===== src/rtl/mul_frac_pkg.sv =====
// Shared types and result formatting for the fractional multiplier family.
// Kept width-generic so MAC blocks can reuse sat_trunc with their own Q format.
package mul_frac_pkg;

  typedef enum logic [1:0] {
    RUN      = 2'd0,
    DRAINING = 2'd1,
    DRAINED  = 2'd2
  } arb_state_t;

  // Widest result the formatter supports; callers take the low w bits of data.
  localparam int SAT_MAXW = 64;

  typedef struct packed {
    logic                sat;
    logic [SAT_MAXW-1:0] data;
  } sat_res_t;

  // Truncates a sign-extended product toward -inf to Q(w-frac).frac and saturates.
  // Overflow means the bits from the result sign position upward are not all equal.
  function automatic sat_res_t sat_trunc(input logic signed [2*SAT_MAXW-1:0] p,
                                         input int w,
                                         input int frac);
    logic signed [2*SAT_MAXW-1:0] hi;
    logic [SAT_MAXW-1:0]          max_pos;
    sat_res_t                     res;
    hi      = p >>> (w + frac - 1);
    max_pos = {SAT_MAXW{1'b1}} >> (SAT_MAXW - w + 1);
    res.sat = !((hi == '0) || (hi == '1));
    if (res.sat) res.data = p[2*SAT_MAXW-1] ? ~max_pos : max_pos;
    else         res.data = SAT_MAXW'(p >>> frac);
    return res;
  endfunction

endpackage


===== src/rtl/mul_frac_arbiter_if.sv =====
// Request/response bundle between the requesters and the shared multiplier arbiter.
// The master side is the requester group; the slave side is the arbiter.
interface mul_frac_arbiter_if #(
  parameter int NUM_REQ = 4,
  parameter int W       = 16,
  parameter int IDW     = $clog2(NUM_REQ)
);
  logic [NUM_REQ-1:0]   req_valid;
  logic [NUM_REQ*W-1:0] req_a;
  logic [NUM_REQ*W-1:0] req_b;
  logic [NUM_REQ-1:0]   req_ready;
  logic                 rsp_valid;
  logic [IDW-1:0]       rsp_id;
  logic [W-1:0]         rsp_data;
  logic                 rsp_sat;

  modport master (
    output req_valid, req_a, req_b,
    input  req_ready, rsp_valid, rsp_id, rsp_data, rsp_sat
  );

  modport slave (
    input  req_valid, req_a, req_b,
    output req_ready, rsp_valid, rsp_id, rsp_data, rsp_sat
  );
endinterface


===== src/rtl/mul_frac_arbiter_mul.sv =====
// Two-stage signed radix-4 Booth multiplier with carry-save partial-product reduction.
// Stage 1 registers the reduced sum/carry pair, stage 2 registers the final product.
module booth_wallace_mul_frac #(
  parameter int INT_WIDTH  = 8,
  parameter int FRAC_WIDTH = 8
) (
  input  logic                                  clk,
  input  logic                                  rst,
  input  logic [INT_WIDTH+FRAC_WIDTH-1:0]       a,
  input  logic [INT_WIDTH+FRAC_WIDTH-1:0]       b,
  output logic [2*(INT_WIDTH+FRAC_WIDTH)-1:0]   p
);
  localparam int WIDTH = INT_WIDTH + FRAC_WIDTH;
  localparam int PW    = 2 * WIDTH;
  localparam int NPP   = (WIDTH + 1) / 2;

  logic signed [PW-1:0]  a_ext;
  logic signed [2*NPP:0] b_ext;
  logic [PW-1:0]         pp [NPP];
  logic [PW-1:0]         booth_mag;
  logic [PW-1:0]         cs_sum;
  logic [PW-1:0]         cs_carry;
  logic [PW-1:0]         csa_s;
  logic [PW-1:0]         csa_c;
  logic [PW-1:0]         sum_q;
  logic [PW-1:0]         carry_q;

  // b gets an implicit 0 below the LSB so every digit sees a 3-bit overlapping window.
  assign a_ext = PW'($signed(a));
  assign b_ext = (2*NPP+1)'($signed({b, 1'b0}));

  // NOTE: every variable here gets a value on every path through the block, so no latch is inferred.
  always_comb begin
    booth_mag = '0;
    for (int i = 0; i < NPP; i++) begin
      case (b_ext[2*i +: 3])
        3'b001, 3'b010: booth_mag = a_ext;
        3'b011:         booth_mag = a_ext <<< 1;
        3'b100:         booth_mag = -(a_ext <<< 1);
        3'b101, 3'b110: booth_mag = -a_ext;
        default:        booth_mag = '0;
      endcase
      pp[i] = booth_mag << (2 * i);
    end
  end

  // 3:2 compression keeps everything modulo 2^PW, which is exact for a signed WIDTH x WIDTH product.
  always_comb begin
    cs_sum   = pp[0];
    cs_carry = '0;
    csa_s    = '0;
    csa_c    = '0;
    for (int i = 1; i < NPP; i++) begin
      csa_s    = cs_sum ^ cs_carry ^ pp[i];
      csa_c    = ((cs_sum & cs_carry) | (cs_sum & pp[i]) | (cs_carry & pp[i])) << 1;
      cs_sum   = csa_s;
      cs_carry = csa_c;
    end
  end

  // NOTE: sequential state uses <= so every flop samples pre-edge values regardless of statement order.
  always_ff @(posedge clk or negedge rst) begin
    if (!rst) begin
      sum_q   <= '0;
      carry_q <= '0;
      p       <= '0;
    end else begin
      sum_q   <= cs_sum;
      carry_q <= cs_carry;
      p       <= sum_q + carry_q;
    end
  end

endmodule


===== src/rtl/mul_frac_arbiter.sv =====
// Round-robin arbiter sharing one pipelined Q(INT.FRAC) multiplier between NUM_REQ requesters,
// with in-flight id tracking, truncate/saturate formatting and a drain handshake.
module mul_frac_arbiter
  import mul_frac_pkg::*;
#(
  parameter int NUM_REQ    = 4,
  parameter int INT_WIDTH  = 8,
  parameter int FRAC_WIDTH = 8,
  parameter int MUL_LAT    = 2
) (
  input  logic               clk,
  input  logic               rst,
  mul_frac_arbiter_if.slave  bus,
  input  logic               drain,
  output logic               drain_done,
  output logic               busy,
  output logic [31:0]        issue_cnt
);
  localparam int W   = INT_WIDTH + FRAC_WIDTH;
  localparam int IDW = $clog2(NUM_REQ);

  localparam logic [1:0] ST_RUN      = RUN;
  localparam logic [1:0] ST_DRAINING = DRAINING;
  localparam logic [1:0] ST_DRAINED  = DRAINED;

  logic [1:0]       state;
  logic [IDW-1:0]   ptr;
  logic [IDW-1:0]   grant_idx;
  logic             grant_found;
  logic             grant_en;
  logic             handshake;
  logic [IDW:0]     cand_sum;
  logic [IDW-1:0]   cand;
  logic [IDW-1:0]   sel;
  logic [IDW-1:0]   last_sel;
  logic [W-1:0]     mul_a;
  logic [W-1:0]     mul_b;
  logic [2*W-1:0]   prod;
  logic signed [2*W-1:0] prod_s;
  sat_res_t         fmt;
  logic             unused_fmt_hi;
  logic [MUL_LAT-1:0] vld_sr;
  logic [IDW-1:0]   id_sr [MUL_LAT];

  // Arbitration: first valid index at or after ptr, wrapping modulo NUM_REQ.
  always_comb begin
    grant_found = 1'b0;
    grant_idx   = '0;
    cand_sum    = '0;
    cand        = '0;
    for (int k = 0; k < NUM_REQ; k++) begin
      cand_sum = {1'b0, ptr} + (IDW+1)'(k);
      if (cand_sum >= (IDW+1)'(NUM_REQ)) cand_sum = cand_sum - (IDW+1)'(NUM_REQ);
      cand = cand_sum[IDW-1:0];
      if (!grant_found && bus.req_valid[cand]) begin
        grant_found = 1'b1;
        grant_idx   = cand;
      end
    end
  end

  // A rising drain suppresses the grant in the same cycle it is seen.
  assign grant_en  = (state == ST_RUN) && !drain;
  assign handshake = grant_en && grant_found;

  always_comb begin
    bus.req_ready = '0;
    if (handshake) bus.req_ready[grant_idx] = 1'b1;
  end

  // Idle cycles keep the previous requester selected so the multiplier inputs do not toggle needlessly.
  assign sel   = handshake ? grant_idx : last_sel;
  assign mul_a = bus.req_a[sel*W +: W];
  assign mul_b = bus.req_b[sel*W +: W];

  booth_wallace_mul_frac #(
    .INT_WIDTH  (INT_WIDTH),
    .FRAC_WIDTH (FRAC_WIDTH)
  ) u_mul (
    .clk (clk),
    .rst (rst),
    .a   (mul_a),
    .b   (mul_b),
    .p   (prod)
  );

  assign prod_s        = prod;
  assign fmt           = sat_trunc((2*SAT_MAXW)'(prod_s), W, FRAC_WIDTH);
  assign unused_fmt_hi = ^fmt.data[SAT_MAXW-1:W];

  always_ff @(posedge clk or negedge rst) begin
    if (!rst) begin
      ptr       <= '0;
      last_sel  <= '0;
      issue_cnt <= '0;
    end else if (handshake) begin
      ptr       <= (grant_idx == IDW'(NUM_REQ - 1)) ? '0 : grant_idx + 1'b1;
      last_sel  <= grant_idx;
      issue_cnt <= issue_cnt + 32'd1;
    end
  end

  // The id pipe mirrors the multiplier depth, so its tail lines up with the product.
  // NOTE: this pipe is a handful of flops and must be flushed on reset; a real RAM would not be reset.
  always_ff @(posedge clk or negedge rst) begin
    if (!rst) begin
      vld_sr <= '0;
      for (int i = 0; i < MUL_LAT; i++) id_sr[i] <= '0;
    end else begin
      vld_sr[0] <= handshake;
      id_sr[0]  <= grant_idx;
      for (int i = 1; i < MUL_LAT; i++) begin
        vld_sr[i] <= vld_sr[i-1];
        id_sr[i]  <= id_sr[i-1];
      end
    end
  end

  assign busy = |vld_sr;

  always_ff @(posedge clk or negedge rst) begin
    if (!rst) begin
      bus.rsp_valid <= 1'b0;
      bus.rsp_id    <= '0;
      bus.rsp_data  <= '0;
      bus.rsp_sat   <= 1'b0;
    end else begin
      bus.rsp_valid <= vld_sr[MUL_LAT-1];
      if (vld_sr[MUL_LAT-1]) begin
        bus.rsp_id   <= id_sr[MUL_LAT-1];
        bus.rsp_data <= fmt.data[W-1:0];
        bus.rsp_sat  <= fmt.sat;
      end
    end
  end

  always_ff @(posedge clk or negedge rst) begin
    if (!rst) begin
      state <= ST_RUN;
    end else begin
      case (state)
        ST_RUN:      if (drain) state <= ST_DRAINING;
        ST_DRAINING: if (!busy) state <= ST_DRAINED;
        ST_DRAINED:  if (!drain) state <= ST_RUN;
        default:     state <= ST_RUN;
      endcase
    end
  end

  assign drain_done = (state == ST_DRAINED);

endmodule

===== src/flat_wrapper.sv =====
// flat-port wrapper written by rule: the top's interface ports become plain ports
module mul_frac_arbiter_flat import mul_frac_pkg::*;
#(
  parameter int NUM_REQ    = 4,
  parameter int INT_WIDTH  = 8,
  parameter int FRAC_WIDTH = 8,
  parameter int MUL_LAT    = 2
)
  (clk, rst, drain, drain_done, busy, issue_cnt, bus_req_valid, bus_req_a, bus_req_b, bus_req_ready, bus_rsp_valid, bus_rsp_id, bus_rsp_data, bus_rsp_sat);
  mul_frac_arbiter_if #(.NUM_REQ(NUM_REQ)) bus_i ();
  input  logic clk;
  input  logic rst;
  input  logic drain;
  output logic drain_done;
  output logic busy;
  output logic [31:0] issue_cnt;
  input wire logic [$bits(bus_i.req_valid)-1:0] bus_req_valid;
  input wire logic [$bits(bus_i.req_a)-1:0] bus_req_a;
  input wire logic [$bits(bus_i.req_b)-1:0] bus_req_b;
  output wire logic [$bits(bus_i.req_ready)-1:0] bus_req_ready;
  output wire logic [$bits(bus_i.rsp_valid)-1:0] bus_rsp_valid;
  output wire logic [$bits(bus_i.rsp_id)-1:0] bus_rsp_id;
  output wire logic [$bits(bus_i.rsp_data)-1:0] bus_rsp_data;
  output wire logic [$bits(bus_i.rsp_sat)-1:0] bus_rsp_sat;
  assign bus_i.req_valid = bus_req_valid;
  assign bus_i.req_a = bus_req_a;
  assign bus_i.req_b = bus_req_b;
  assign bus_req_ready = bus_i.req_ready;
  assign bus_rsp_valid = bus_i.rsp_valid;
  assign bus_rsp_id = bus_i.rsp_id;
  assign bus_rsp_data = bus_i.rsp_data;
  assign bus_rsp_sat = bus_i.rsp_sat;
  mul_frac_arbiter #(.NUM_REQ(NUM_REQ), .INT_WIDTH(INT_WIDTH), .FRAC_WIDTH(FRAC_WIDTH), .MUL_LAT(MUL_LAT)) u_core (.clk(clk), .rst(rst), .bus(bus_i), .drain(drain), .drain_done(drain_done), .busy(busy), .issue_cnt(issue_cnt));
endmodule

===== config.mk =====
export PLATFORM = sky130hd
export DESIGN_NAME = mul_frac_arbiter_flat
export DESIGN_NICKNAME = d
export VERILOG_FILES = /design/src/rtl/mul_frac_pkg.sv /design/src/rtl/mul_frac_arbiter_if.sv /design/src/rtl/mul_frac_arbiter_mul.sv /design/src/rtl/mul_frac_arbiter.sv /design/src/flat_wrapper.sv
export SDC_FILE = /design/constraint.sdc
export NUM_CORES = 1
export LEC_CHECK = 0
export BUFFER_PORTS_ARGS = -buffer_cell sky130_fd_sc_hd__clkbuf_2
export CAP_MARGIN = 40
export CORE_ASPECT_RATIO = 2
export CORE_MARGIN = 4
export CORE_UTILIZATION = 60
export DETAILED_ROUTE_END_ITERATION = 6
export PLACE_DENSITY = 0.82
export SETUP_SLACK_MARGIN = 0.15
export SYNTH_ARGS = -nofsm -noshare
export SYNTH_HDL_FRONTEND = slang
export SYNTH_SLANG_ARGS = --single-unit

===== constraint.sdc =====
create_clock -name clk -period 14.3 [get_ports clk]
set_input_delay 2.145 -clock clk [delete_from_list [all_inputs] [get_ports clk]]
set_output_delay 2.145 -clock clk [all_outputs]
set_load 0.01 [all_outputs]

Word level (Yosys, flattened, before mapping):

Index checks and enable logic that the tools add are counted.

* input port bits: 135
* register bits after elaboration: 159

* shift-type cells: 2
* muxes and demuxes: 39
* order comparisons: 10
* add/sub/neg operators: 12
* equal/unequal tests: 52
* bitwise gates (word level): 44
* reductions and logical operators: 30

Operators by type and width (count)
* AND 31 bit: 19
* XOR 32 bit: 13
* OR 31 bit: 12
* == test 128 bit (second input constant): 1
* logical NOT 128 bit: 1
* variable part select 64 x 7 -> 16 bit: 2
* case mux 30 bit (4 select lines): 1
* case mux 28 bit (4 select lines): 1
* case mux 26 bit (4 select lines): 1
* case mux 24 bit (4 select lines): 1
* case mux 32 bit (3 select lines): 1
* case mux 22 bit (4 select lines): 1
* case mux 20 bit (4 select lines): 1
* case mux 18 bit (4 select lines): 1
* == test 3 bit (second input constant): 21
* == test 3 x 2 -> 1 bit (second input constant): 14
* adder 32 x 1 -> 32 bit (second input constant): 1
* adder 32 bit: 1
* two-way mux 16 bit: 2
* negator 16 -> 32 bit: 1
* negator 17 -> 32 bit: 1
* OR reduction 2 bit: 15
* two-way mux 2 bit: 13
* == test 3 x 1 -> 1 bit (second input constant): 7
* 21 further kinds: 57

Logic depth before layout (Yosys ltp):

Gate-level depths: netlist of run 1.

* depth after elaboration: 39
* gate-level depth with buffers: 33
* mapped depth without buffers: 28

Modules after synthesis:

Synthesis of run 1 repeated with hierarchy kept, for this count alone.

* cells, all modules: 2079
* area total of the unflattened synthesis: 17830.9 um2

By module, submodules not included
* booth_wallace_mul_frac: times used 1, cells each 1705, area an instance 13985.9 um2
* mul_frac_arbiter: times used 1, cells each 374, area an instance 3844.9 um2

Least setup slack after synthesis of run 1:

No wires, ideal clock.

* kind: input port to flip-flop
* start point: input port drain
* end point: register u_core.u_mul.sum_q[31]
* arrival: 9.671 ns
* path slack: 4.496 ns
* stages on the path: 32
* cell sequence: nor3_4 nand2_2 o31a_4 clkinv_4 clkbuf_1 buf_1 clkbuf_1 nand3_1 o21ai_0 clkbuf_1 ha_1 nand4_4 o31ai_4 buf_6 o21ai_0 a21oi_1 o21ai_0 ha_1 inv_1 fa_1 fa_1 inv_1 fa_1 inv_1 fa_1 fa_1 xnor2_1 xnor2_1 xnor2_1 xnor2_1 xnor2_1 xnor3_1

* cells in the longest elaborated chain, start to end: 26
* elaborated cells on any way between the ends: 114

RTL lines
* from (decl): RTL line flat_wrapper.sv:13 `input logic drain;`
* logical NOT 1 bit *: RTL line mul_frac_arbiter.sv:63 `assign grant_en = (state == ST_RUN) && !drain;`
* logical AND 1 bit *: RTL line mul_frac_arbiter.sv:63
* logical AND 1 bit *: RTL line mul_frac_arbiter.sv:64 `assign handshake = grant_en && grant_found;`
* two-way mux 2 bit *: RTL line mul_frac_arbiter.sv:72 `assign sel = handshake ? grant_idx : last_sel;`
* named net u_core.sel[0]: RTL line mul_frac_arbiter.sv:34 `logic [IDW-1:0] sel;`
* parallel branches: the longest is 21 deep, another holds negator 17 -> 32 bit
* XOR 32 bit *: RTL line mul_frac_arbiter_mul.sv:54 `csa_s = cs_sum ^ cs_carry ^ pp[i];`
* named net u_core.u_mul.cs_sum[31]: RTL line mul_frac_arbiter_mul.sv:21 `logic [PW-1:0] cs_sum;`
* to (signal assigned): RTL line mul_frac_arbiter_mul.sv:68 `sum_q <= cs_sum;`
* to (decl): RTL line mul_frac_arbiter_mul.sv:25 `logic [PW-1:0] sum_q;`

Mark *: on every way through the listed nets, which the timed path passes.
A chain may end at the register's enable or synchronous reset.

Final worst setup path of run 1:

* start point: input port bus_req_valid[1]
* end point: register u_core.u_mul.sum_q[31]

* cells in the longest elaborated chain, start to end: 36
* elaborated cells on any way between the ends: 134

RTL lines
* from (decl): RTL line flat_wrapper.sv:17 `input wire logic [$bits(bus_i.req_valid)-1:0] bus_req_valid;`
* binary-select mux 1 bit (select 2 bit): RTL line mul_frac_arbiter.sv:55 `if (!grant_found && bus.req_valid[cand]) begin`
* two-way mux 1 bit (implied by the code): RTL line mul_frac_arbiter.sv:55
* two-way mux 1 bit: RTL line mul_frac_arbiter.sv:55
* logical NOT 1 bit: RTL line mul_frac_arbiter.sv:55
* logical AND 1 bit: RTL line mul_frac_arbiter.sv:55
* two-way mux 1 bit: RTL line mul_frac_arbiter.sv:55
* logical NOT 1 bit: RTL line mul_frac_arbiter.sv:55
* logical AND 1 bit: RTL line mul_frac_arbiter.sv:55
* two-way mux 1 bit: RTL line mul_frac_arbiter.sv:55
* logical NOT 1 bit: RTL line mul_frac_arbiter.sv:55
* logical AND 1 bit: RTL line mul_frac_arbiter.sv:55
* two-way mux 1 bit: RTL line mul_frac_arbiter.sv:55
* logical AND 1 bit: RTL line mul_frac_arbiter.sv:64
* two-way mux 2 bit *: RTL line mul_frac_arbiter.sv:72
* parallel branches: the longest is 21 deep, another holds negator 17 -> 32 bit
* XOR 32 bit *: RTL line mul_frac_arbiter_mul.sv:54
* named net u_core.u_mul.cs_sum[31]: RTL line mul_frac_arbiter_mul.sv:21

Mark *: on every way through the listed nets, which the timed path passes. The select of a mux whose other input is x is not followed.

==> results of run 1 <==
state kept, by name (all words and copies together) (netlist names):
name                  cells
u_core.vld_sr             2
u_core.bus.rsp_sat        1
u_core.last_sel           2
u_core.u_mul.p           24
u_core.bus.rsp_id         2
u_core.state              2
u_core.id_sr              4
u_core.bus.rsp_valid      1
u_core.u_mul.sum_q       24
u_core.issue_cnt         32
u_core.bus.rsp_data      16
u_core.u_mul.carry_q     23
u_core.ptr                2
worst max-delay path by stage:
stage	from	to
3_5_place_dp	bus_req_valid[0]	u_core.u_mul.sum_q[31]
2_1_floorplan	drain	u_core.u_mul.sum_q[31]
4_1_cts	bus_req_valid[0]	u_core.u_mul.sum_q[31]
5_1_grt	bus_req_valid[1]	u_core.u_mul.sum_q[31]
3_3_place_gp	bus_req_valid[0]	u_core.u_mul.sum_q[31]
6_report	bus_req_valid[1]	u_core.u_mul.sum_q[31]
through the flow:
stage,util (%),hold WS [ns]
after global placement,64.8,0.337
after CTS,67.2,0.349
after global routing,67.3,0.350
after floorplan,-,0.331
final,67.3,0.349
after detailed placement,65.0,0.336
layer usage:
layer	GRT usage, %	vias up
met4	37.3	0
met1	45.3	8362
li1	-	7674
met5	0	-
met3	7.71	475
met2	72.8	1325
final cells by class:
cell class              count  area, sq um  share of cell area [%]
well taps                 352          440                    2.37
clock buffers              17          425                    2.29
inverters                 137          519                    2.79
repair buffers            249         1390                    7.46
flip-flops and latches    135         3380                    18.1
diodes                      1         2.50                  0.0134
clock inverters            15          178                   0.955
multi-input cells        1685        12300                    66.0
cell usage after synthesis, types with 16 or more instances:
library cell	instances	area share, %
nand2_1	241	5.4
nor2_1	233	5.2
a21oi_1	205	6.1
o21ai_0	185	5.5
dfrtp_1	135	20
inv_1	134	3.0
fa_1	133	16
clkbuf_1	123	2.7
xnor2_1	86	4.5
ha_1	73	5.4
o22ai_1	64	2.4
nand3_1	51	1.5
mux2i_1	48	2.9
o221ai_1	37	1.9
a221oi_1	27	1.4
and2_1	22	0.82
and3_1	21	0.78
nor3_1	21	0.62
o211ai_1	18	0.80
xor2_1	17	0.88
buf_1	16	0.36
cell families after synthesis:
group | after synthesis | share of synthesized area, %
and+or+nand+nor | 645 | 16.8
muxes | 66 | 4.22
adders and majority gates | 206 | 21.2
AOI/OAI and AO/OA | 664 | 24.9
xor gates and xnor gates | 104 | 5.49
DFF | 135 | 20.1
buffers and inverters | 300 | 7.23
==> key figures, run 1 <==
Worst hold path
  • Hold Path Origin: u_core.id_sr[2]
  • Worst Hold End: u_core.id_sr[0]
  • Hold crit path type: reg -> reg
  • Worst hold stages: 0

Synthesis
  • Post-synthesis average cell area: 7.94 sq um
  • Cell variety after synth: 82
  • Synth Warn #: 0
  • EDFF count, synth: 0
  • Synth async-reset ratio: 100%
  • #FFs+latches synth: 135
  • Top_reg_cell synth: dfrtp_1
  • Cells after synthesis: 2120
  • Mapped cell area: roughly 0.017 sq mm
  • Mapped Nets: 2461
  • Post-synthesis sequential area ratio: around a fifth

Clock network
  • TritonCTS clock tree: done
  • Clock sink total: 135
  • Cts repair resizes: 0
  • Cts bufs inserted: 17
  • Clock Path Buffers: 2
  • Setup Buffers After CTS: 0
  • Clk pin slew, worst setup/hold paths: 0.07 ns
  • # H-tree levels: 4
  • CTS Hold Bufs: 0
  • Worst-skew pair later-pin latency: 0.43 ns
  • CTS Root Cell: clkbuf_16

Floorplan
  • Row count: 86
  • Die width: 126 um
  • Core area: roughly 0.028 sq mm
  • I/O pin cnt: 193
  • Starting Density: 60.9%
  • DIE AREA: 0.0310 sq mm
  • Chip height: 245 um

STA
  • Slew Limit Fails: 0
  • Setup ws final: around 3.2 ns
  • Peak Freq: 0.0898 GHz
  • Clock skew: ~0.012 ns
  • Count of final setup violators: 0
  • Final cycle utilization of the critical path: 77.9%
  • Final Hold Viols: 0
  • RSZ-0062 raised after global routing: no
  • Fin crit period: 11.14 ns
  • Setup TNS: 0 ns
  • Slew HR: between 30% and 40%
  • Measured slew at the worst slew-check pin: approximately 1 ns

Global routing
  • GRT overflow: 0
  • Largest net degree at the start of global routing: 71
  • GRT Total Usage: 43.0%
  • First-pass GRT wire length: a little over 100000 um
  • Vias in the first global route: 17712
  • Initial antenna violation count: 2

Cells and area
  • Syn-to-layout area delta: 10.6%
  • Commonest non-fill, non-tap cell in the layout: nand2_1
  • Fill cells: 2348
  • Post-route cell area: approximately 0.019 sq mm
  • Finished Layout Cells: roughly 2600
  • Layout cells sized above 1: 14.9%
  • Nets@finish: 2566
  • Most frequent cells in the layout: nand2_1 (239), nor2_1 (233), a21oi_1 (205)

Setup path
  • Critical Path AT: 11.45 ns
  • CP Launch Type: primary input
  • Crit path largest cell delay: 0.87 ns
  • CP endpoint kind: flop
  • Reg-to-reg endpoint: u_core.u_mul.sum_q[31]
  • Launching point of the worst reg2reg path: u_core.state[0]
  • CP max FO: 58
  • FF-to-FF setup slack: 4.64 ns
  • Required time worst endpoint: 14.61 ns
  • Buf/Inv on CP: 6
  • CP Depth: 28
  • Crit-path slowest cell: o31ai_4
  • Reg2reg path depth: 28
  • Cell family with most CP delay: adder cells
  • Critical path class: in -> reg

Routing
  • Metal2 WL: 32800 um
  • Detailed-route via count: 17836
  • WL final: 67400 um
  • Wl on met1: 21100 um
  • Wire length per cell: 26.0 um
  • Top sig layer: met4
  • Met3 wire length: between 5000 and 6000 um
  • First-pass DRT Iterations: 7
  • Number of routed nets with antenna violations: 0
  • # DRC: 0
  • Iter 0 DRT Violations: ~2200
  • Vias/cell: 6.88

Place
  • # port buffers: 192
  • Routability-driven placement congestion ratio: 1.10
  • Post-DP HPWL: 50900 um
  • Pre-CTS setup slack: approximately 2.9 ns
  • Post-place instance area: around 0.018 sq mm
  • Placed insts: 2555

Flow run
  • Max-Cap Viols: 0

Status
  • Outcome: complete, no violations
Power of run 1 is not shown: default switching activity piles up to over one toggle a cycle in this logic, so the estimate is an artifact.
==> inputs of run 2 (changes only) <==
--- a/config.mk
+++ b/config.mk
@@ -9,9 +9,9 @@
 export CAP_MARGIN = 40
 export CORE_ASPECT_RATIO = 2
 export CORE_MARGIN = 4
-export CORE_UTILIZATION = 60
+export CORE_UTILIZATION = 55
 export DETAILED_ROUTE_END_ITERATION = 6
-export PLACE_DENSITY = 0.82
+export PLACE_DENSITY = 0.79
 export SETUP_SLACK_MARGIN = 0.15
 export SYNTH_ARGS = -nofsm -noshare
 export SYNTH_HDL_FRONTEND = slang
==> constraint.sdc (replaced) <==
create_clock -name clk -period 10.15 [get_ports clk]
set_input_delay 1.5225 -clock clk [delete_from_list [all_inputs] [get_ports clk]]
set_output_delay 1.5225 -clock clk [all_outputs]
set_load 0.01 [all_outputs]
==> run 2 against run 1 <==
Compared with the run above: global-route usage is 2.3 points lower; largest cell class unchanged; design area grew 1.1%; die area grew 8.6%; flip-flop and latch count unchanged; count of clock-buffer cells in the layout is the same; non-clock buffer count rose by 19; via count shrank 1.4%; worst hold slack worse by 0.0061 ns; routed wire length increased by 4.0%.
==> key figures, run 2 (synthesized netlist as in run 1, its figures left out) <==
STA
  • Slew Limit Fails: 0
  • Measured slew at the worst slew-check pin: about 1 ns
  • Setup TNS: 0 ns
  • Count of final setup violators: 0
  • Peak Freq: 0.111 GHz
  • Final cycle utilization of the critical path: between 80% and 90%
  • RSZ-0062 raised after global routing: no
  • Final Hold Viols: 0
  • Clock skew: 0.0145 ns
  • Slew HR: 34.4%
  • Fin crit period: 9.05 ns

Cells and area
  • Syn-to-layout area delta: 11.8%
  • Final core utilization: 62.3%
  • Fill cells: approximately 2700
  • Layout cells sized above 1: around 16%
  • Nets@finish: 2585
  • Biggest regs: u_core.issue_cnt: 32 flops, u_core.u_mul.p: 24 flops, u_core.u_mul.sum_q: 24 flops
  • Most frequent cells in the layout: nand2_1 (239), nor2_1 (233), a21oi_1 (205)
  • Most flops, register: u_core.issue_cnt
  • Commonest non-fill, non-tap cell in the layout: nand2_1
  • # diodes: 0
  • Finished Layout Cells: 2625
  • Max reg flops: 32
  • Post-route cell area: around 0.019 sq mm

Flow run
  • Max-Cap Viols: 0

Routing
  • Number of routed nets with antenna violations: 0
  • WL final: 70100 um
  • # DRC: 0
  • Detailed-route via count: 17593
  • Vias/cell: approximately 6.7
  • Wire length per cell: 26.7 um
  • Iter 0 DRT Violations: ~1800
  • First-pass DRT Iterations: 7

Status
  • Outcome: complete, no violations

Clock network
  • Cts repair resizes: 0
  • CTS Root Cell: clkbuf_16
  • Setup Buffers After CTS: 0
  • Clock Path Buffers: 2
  • # H-tree levels: 4
  • Clock sink total: about 140
  • Clk pin slew, worst setup/hold paths: 0.08 ns
  • TritonCTS clock tree: done
  • Cts bufs inserted: 17
  • CTS Hold Bufs: 0
  • Worst-skew pair later-pin latency: 0.45 ns

Floorplan
  • Starting Density: about 56%
  • Die width: 132 um
  • Core area: 0.0302 sq mm
  • I/O pin cnt: 193
  • Chip height: 255 um
  • DIE AREA: roughly 0.034 sq mm
  • Row count: 90

Setup path
  • Crit. Startpoint: bus_req_valid[0]
  • Reg2reg path depth: 29
  • Launching point of the worst reg2reg path: u_core.state[0]
  • Required time worst endpoint: 10.48 ns
  • CP Launch Type: primary input
  • Crit path largest cell delay: approximately 0.6 ns
  • Critical path class: in -> reg
  • Crit path to: u_core.u_mul.sum_q[31]
  • Crit-path slowest cell: fa_1
  • Reg-to-reg endpoint: u_core.u_mul.sum_q[31]
  • FF-to-FF setup slack: ~1.9 ns
  • CP max FO: 23
  • CP endpoint kind: flop
  • Critical Path AT: ~9.4 ns

Place
  • Placed insts: roughly 2600
  • Routability-driven placement congestion ratio: 1.01
  • # port buffers: 192
  • Post-DP HPWL: 54700 um
  • Post-place instance area: 0.0182 sq mm

Worst hold path
  • Hold Path Origin: u_core.id_sr[3]
  • Hold crit path type: reg -> reg

Global routing
  • Largest net degree at the start of global routing: 74
  • Vias in the first global route: 17711
  • Initial antenna violation count: 0
  • GRT Total Usage: 40.7%
  • First-pass GRT wire length: 104000 um
  • GRT overflow: 0
[run 2: metrics by stage]
stage | worst slack [ns] | hold WS, ns
floorplan | 0.968 | 0.331
global placement | 0.744 | 0.334
detailed placement | 0.672 | 0.337
CTS | 1.15 | 0.346
global route | 0.647 | 0.364
finish | 1.10 | 0.343
[run 2: area by class of cell]
class	count	area (sq um)	area share (%)
clock buffers	17	425	2.26
clock inverters	15	176	0.938
inverters	137	519	2.76
multi-input cells	1685	12300	65.3
flip-flops and latches	135	3380	18.0
well taps	368	460	2.45
repair buffers	268	1570	8.35
[run 2: worst min path at each step]
stage | endpoint | depth (start not counted)
4_1_cts | u_core.id_sr[1] | 0
5_1_grt | u_core.id_sr[1] | 0
3_3_place_gp | u_core.u_mul.p[8] | 0
6_report | u_core.id_sr[1] | 0
2_1_floorplan | u_core.id_sr[0] | 0
3_5_place_dp | u_core.u_mul.p[8] | 0
[run 2: layer usage]
layer,GRT usage [%],share of wire (%)
met5,0,0
met4,39.7,12
met3,6.44,7.1
met2,71.0,49
met1,39.9,31
[run 2: critical path: cells and delay by family]
family	cells	cell delay, ns
buf+inv	6	0.81
simple gates	5	1.20
xor+xnor	6	1.14
fa+ha+maj	7	3.09
compound gates	6	1.61
Power of run 2 is left out for the same reason.
